[src/rtl/uart_rx.sv]
// Oversampling UART receiver: 2-flop sync, mid-bit sampling, one-entry valid/ready holding register.
// Optional parity check (PARITY state, parity_err_o) is built when UART_RX_PARITY_EN is defined.
module uart_rx #(
  parameter int DATA_BITS     = 8,
  parameter int OVERSAMPLE    = 16,
  parameter int CLKS_PER_TICK = 27
`ifdef UART_RX_PARITY_EN
  , parameter bit PARITY_ODD  = 1'b0
`endif
) (
  input  logic                 clk,
  input  logic                 reset,
  input  logic                 rx_i,
  output logic [DATA_BITS-1:0] rx_data_o,
  output logic                 rx_valid_o,
  input  logic                 rx_ready_i,
  output logic                 framing_err_o,
  output logic                 overrun_err_o,
`ifdef UART_RX_PARITY_EN
  output logic                 parity_err_o,
`endif
  output logic                 busy_o
);

  localparam int CW = (CLKS_PER_TICK > 1) ? $clog2(CLKS_PER_TICK) : 1;
  localparam int TW = $clog2(OVERSAMPLE);
  localparam int BW = $clog2(DATA_BITS);

  localparam logic [CW-1:0] CLK_END = CW'(CLKS_PER_TICK - 1);
  localparam logic [TW-1:0] TC_MID  = TW'(OVERSAMPLE / 2 - 1);
  localparam logic [TW-1:0] TC_END  = TW'(OVERSAMPLE - 1);
  localparam logic [BW-1:0] BI_LAST = BW'(DATA_BITS - 1);

  typedef enum logic [2:0] {IDLE, START, DATA, PARITY, STOP} state_t;

  state_t               state_q, state_d;
  logic                 rx_m_q, rx_s_q;
  logic [CW-1:0]        clk_cnt_q, clk_cnt_d;
  logic [TW-1:0]        tick_cnt_q, tick_cnt_d;
  logic [BW-1:0]        bit_idx_q, bit_idx_d;
  logic [DATA_BITS-1:0] shift_q, shift_d;
  logic [DATA_BITS-1:0] data_q, data_d;
  logic                 valid_q, valid_d;
  logic                 ferr_q, ferr_d;
  logic                 oerr_q, oerr_d;
  logic                 tick;
  logic                 par_bad;
`ifdef UART_RX_PARITY_EN
  logic                 par_q, par_d;
  logic                 perr_q, perr_d;
`endif

  always_ff @(posedge clk) begin
    if (reset) begin
      rx_m_q     <= 1'b1;
      rx_s_q     <= 1'b1;
      state_q    <= IDLE;
      clk_cnt_q  <= '0;
      tick_cnt_q <= '0;
      bit_idx_q  <= '0;
      shift_q    <= '0;
      data_q     <= '0;
      valid_q    <= 1'b0;
      ferr_q     <= 1'b0;
      oerr_q     <= 1'b0;
`ifdef UART_RX_PARITY_EN
      par_q      <= 1'b0;
      perr_q     <= 1'b0;
`endif
    end else begin
      rx_m_q     <= rx_i;
      rx_s_q     <= rx_m_q;
      state_q    <= state_d;
      clk_cnt_q  <= clk_cnt_d;
      tick_cnt_q <= tick_cnt_d;
      bit_idx_q  <= bit_idx_d;
      shift_q    <= shift_d;
      data_q     <= data_d;
      valid_q    <= valid_d;
      ferr_q     <= ferr_d;
      oerr_q     <= oerr_d;
`ifdef UART_RX_PARITY_EN
      par_q      <= par_d;
      perr_q     <= perr_d;
`endif
    end
  end

  always_comb begin
    state_d    = state_q;
    clk_cnt_d  = clk_cnt_q;
    tick_cnt_d = tick_cnt_q;
    bit_idx_d  = bit_idx_q;
    shift_d    = shift_q;
    data_d     = data_q;
    valid_d    = valid_q;
    ferr_d     = 1'b0;
    oerr_d     = 1'b0;
`ifdef UART_RX_PARITY_EN
    par_d      = par_q;
    perr_d     = 1'b0;
    par_bad    = ((^shift_q) ^ par_q) != PARITY_ODD;
`else
    par_bad    = 1'b0;
`endif

    tick = (state_q != IDLE) && (clk_cnt_q == CLK_END);

    // Tick phase is frozen in IDLE so sampling aligns to the detected start edge.
    if (state_q == IDLE) begin
      clk_cnt_d = '0;
    end else if (tick) begin
      clk_cnt_d = '0;
    end else begin
      clk_cnt_d = clk_cnt_q + 1'b1;
    end

    if (tick) begin
      tick_cnt_d = (tick_cnt_q == TC_END) ? '0 : tick_cnt_q + 1'b1;
    end

    if (valid_q && rx_ready_i) begin
      valid_d = 1'b0;
    end

    case (state_q)
      IDLE: begin
        tick_cnt_d = '0;
        if (!rx_s_q) begin
          state_d = START;
        end
      end
      START: begin
        if (tick && tick_cnt_q == TC_MID) begin
          tick_cnt_d = '0;
          bit_idx_d  = '0;
          state_d    = rx_s_q ? IDLE : DATA;
        end
      end
      DATA: begin
        if (tick && tick_cnt_q == TC_END) begin
          shift_d   = {rx_s_q, shift_q[DATA_BITS-1:1]};
          bit_idx_d = bit_idx_q + 1'b1;
          if (bit_idx_q == BI_LAST) begin
`ifdef UART_RX_PARITY_EN
            state_d = PARITY;
`else
            state_d = STOP;
`endif
          end
        end
      end
`ifdef UART_RX_PARITY_EN
      PARITY: begin
        if (tick && tick_cnt_q == TC_END) begin
          par_d   = rx_s_q;
          state_d = STOP;
        end
      end
`endif
      STOP: begin
        // Leave at mid stop bit so a start edge half a bit later is still caught.
        if (tick && tick_cnt_q == TC_END) begin
          state_d = IDLE;
          ferr_d  = !rx_s_q;
`ifdef UART_RX_PARITY_EN
          perr_d  = par_bad;
`endif
          if (rx_s_q && !par_bad) begin
            if (!valid_q || rx_ready_i) begin
              data_d  = shift_q;
              valid_d = 1'b1;
            end else begin
              oerr_d = 1'b1;
            end
          end
        end
      end
      default: state_d = IDLE;
    endcase
  end

  assign rx_data_o     = data_q;
  assign rx_valid_o    = valid_q;
  assign framing_err_o = ferr_q;
  assign overrun_err_o = oerr_q;
`ifdef UART_RX_PARITY_EN
  assign parity_err_o  = perr_q;
`endif
  assign busy_o        = (state_q != IDLE);

endmodule

[config.mk]
export PLATFORM = sky130hd
export DESIGN_NAME = uart_rx
export DESIGN_NICKNAME = d
export VERILOG_FILES = /design/src/rtl/uart_rx.sv
export SDC_FILE = /design/constraint.sdc
export NUM_CORES = 1
export LEC_CHECK = 0
export BUFFER_PORTS_ARGS = -buffer_cell sky130_fd_sc_hd__buf_4
export CAP_MARGIN = 20
export CORE_ASPECT_RATIO = 1.2
export CORE_MARGIN = 2
export CORE_UTILIZATION = 39
export CTS_BUF_LIST = sky130_fd_sc_hd__clkbuf_4
export DETAILED_ROUTE_END_ITERATION = 8
export SYNTH_ARGS = -nofsm -noshare
export SYNTH_HDL_FRONTEND = slang
export SYNTH_SLANG_ARGS = --single-unit
[constraint.sdc]
create_clock -name clk -period 3.2 [get_ports clk]
set_input_delay 0.48 -clock clk [delete_from_list [all_inputs] [get_ports clk]]
set_output_delay 0.48 -clock clk [all_outputs]
set_load 0.01 [all_outputs]
==> impl_metrics.yaml <==
run_status:
  outcome: "finished clean"
clocking:
  root_buffer: "clkbuf_4"
  cts_resized: 0
  cts_tree: "yes"
  numCtsBuffers: 5
  htreeDepth: 2
  cts_buffer_depth: 2
  clk_pin_slew_ns: 0.10
  cts_hold_buf: 0
  cts_setup_buffers: 0
  clock_latency_ns: 0.33
  cts_sinks: 36
yosys:
  ys_ff_latch: 36
  yosysUniqueCellTypes: 36
  syn-num-nets: 167
  synthesis.area_mm2: 0.00154
  synth-seq-area-share_pct: 46.8
  synth_top_area_share_pct: 46.8
  synthArstFlopShare_pct: 0
  yosysMostFrequentCell: "dfxtp_1"
  ys_top_cells_by_area: "dfxtp_1, mux2i_1, nor2_1"
  yosys.area.top_type: "dfxtp_1"
  synth-main-ff-cell: "dfxtp_1"
  synth-edff-count: 0
  netlist_instances: 158
  synth_warnings: 0
  avgSynthCellArea_um2: 9.75
  synth_commonest_cells: "dfxtp_1, nor2_1, mux2i_1, nand2_1, nand3_1"
final_layout:
  insertedDiodeCount: 0
  nets: 180
  fin_cells: 226
  syn2layout_area_growth_pct: 11.5
  drive_gt1_share_pct: 17.4
  stdcell_area_mm2: 0.00172
sta:
  timing.hold.ws_ns: 0.328
  fmax_mhz: 514
  tightest_slew_ns: 0.629
  fin_skew_ns: 0.00870
  report.final.slew_viol_count: 0
  rsz0062_at_grt: "no"
  tns_ns: 0
  hold_viol_final: 0
  period_needed_ns: 1.94
  period_share_pct: 60.8
  maxSlewHeadroom_pct: 57.4
  fin_ws_ns: 1.26
  setup_viol: 0
die:
  core_mm2: 0.00388
  die_y_um: 72.8
  die_w_um: 61.4
  rows: 25
  io_pins: 16
  start_util_pct: 39.7
  dieArea_mm2: 0.00447
grt:
  grtUsageTotal_pct: 13.6
  grt_pass1_vias: 1011
  overflow: 0
  grt_pass1_wl_um: 4500
  grt_start_max_net_pins: 30
  antenna_found_initial: 0
route:
  vias: 1133
  ant_nets: 0
  vias_per_cell: 5.01
  first_pass_iters: 4
  wl_um: 2630
  drt-initial-drc-count: 17
  post_drt_wl_per_cell_um: 11.7
  drc: 0
power_and_ir_drop:
  leakage_uw: 0.000777
  powerDensity_mw_per_mm2: 412
  ir_drop_v: 0.000237
place:
  hpwlAfterDp_um: 1860
  postPlaceCellArea_mm2: 0.00166
  gp_congestion: 0.767
  port_buffers: 15
  dp_worst_setup_slack_ns: 1.43
  dpl.cell_count: 218
critical_path:
  cp_max_fo: 13
  crit_path_end_kind: "output pin"
  slowest_stage: "or3_1"
  critical_path.max_stage_delay_ns: 0.51
  start_kind: "flip-flop"
  crit_chain: "or3_1 > buf_4"
  crit_arrival_ns: 1.46
  worstPathRequired_ns: 2.72
  worst-setup-path-type: "reg -> out"
flow_run:
  maxCapViolations: 0
hold_path:
  hold_class: "in -> reg"
## power breakdown
group / leakage [uW] / switching [uW] / internal, uW
logic: 0.000452 / 9.90 / 7.50
clock network: 0.0000349 / 152 / 84.4
registers: 0.000291 / 3.20 / 450
total: 0.000777 / 165 / 542
## cells by family (layout without fill, tap and decap cells)
| kind of cell | after synthesis | after routing | synth area share (%) |
|---|---|---|---|
| simple gates | 72 | 72 | 25.5 |
| xor+xnor | 4 | 4 | 2.27 |
| buf+inv | 10 | 24 | 4.06 |
| compound gates | 12 | 12 | 4.96 |
| fa+ha+maj | 5 | 5 | 4.06 |
| mux | 19 | 19 | 12.3 |
| flops | 36 | 36 | 46.8 |
## layout by cell type (no fill, tap or decap), types with 2 or more instances in the layout
| master | n |
|---|---|
| nor2_1 | 27 |
| nor3b_1 | 3 |
| ha_1 | 5 |
| or3_1 | 4 |
| xor2_1 | 3 |
| buf_4 | 15 |
| a21oi_1 | 4 |
| o21ai_0 | 2 |
| nor4b_1 | 2 |
| nand2_1 | 9 |
| a211oi_1 | 3 |
| dfxtp_1 | 36 |
| nand3_1 | 6 |
| clkbuf_4 | 5 |
| nand4b_1 | 2 |
| nor3_1 | 3 |
| or2_2 | 2 |
| clkinv_2 | 2 |
| nand2b_1 | 5 |
| mux2i_1 | 19 |
## cell type report
class                   count  area [um2]
clock buffers               5        37.5
multi-input cells         112         757
well taps                  54        67.6
flip-flops and latches     36         721
inverters                   1        3.75
fillers                   392        2160
repair buffers             15         113
clock inverters             3        18.8
## sequential cells by signal, indices dropped and copies added, names as in the netlist
register and flops:
rx_s_q 1, shift_q 8, rx_data_o 8, rx_valid_o 1, overrun_err_o 1, state_q 3
framing_err_o 1, clk_cnt_q 5, bit_idx_q 3, rx_m_q 1, tick_cnt_q 4
## metal layers
layer / routed length, um / vias to the layer above / global-route usage (%)
met5: 0 / - / 0
met4: 63 / 0 / 6.62
met3: 150 / 8 / 4.96
met2: 1200 / 25 / 19.9
met1: 1220 / 532 / 17.4
li1: - / 568 / -
## final timing paths
check | start | slack, ns | cells after the start | endpoint
worst max-delay path | state_q[1] | 1.26 | 2 | busy_o
worst min-delay path | rx_i | 0.33 | 2 | rx_m_q
worst max register to register | clk_cnt_q[0] | 1.44 | 6 | rx_data_o[2]
worst min register to register | rx_m_q | 0.42 | 1 | rx_s_q
## worst max-delay path, delay by kind of cell (launching register included)
| family | cells | cell delay (ns) |
|---|---|---|
| flip-flops | 1 | 0.43 |
| buffers and inverters | 1 | 0.20 |
| AND/OR/NAND/NOR | 1 | 0.51 |
## through the flow
stage | total power (uW) | util (%)
5_1_grt | 740 | 44.3
4_1_cts | 718 | 44.3
2_1_floorplan | 476 | -
3_3_place_gp | 480 | 42.8
6_report | 707 | 44.3
3_5_place_dp | 481 | 42.8
Power figures use the tool's default switching activity.
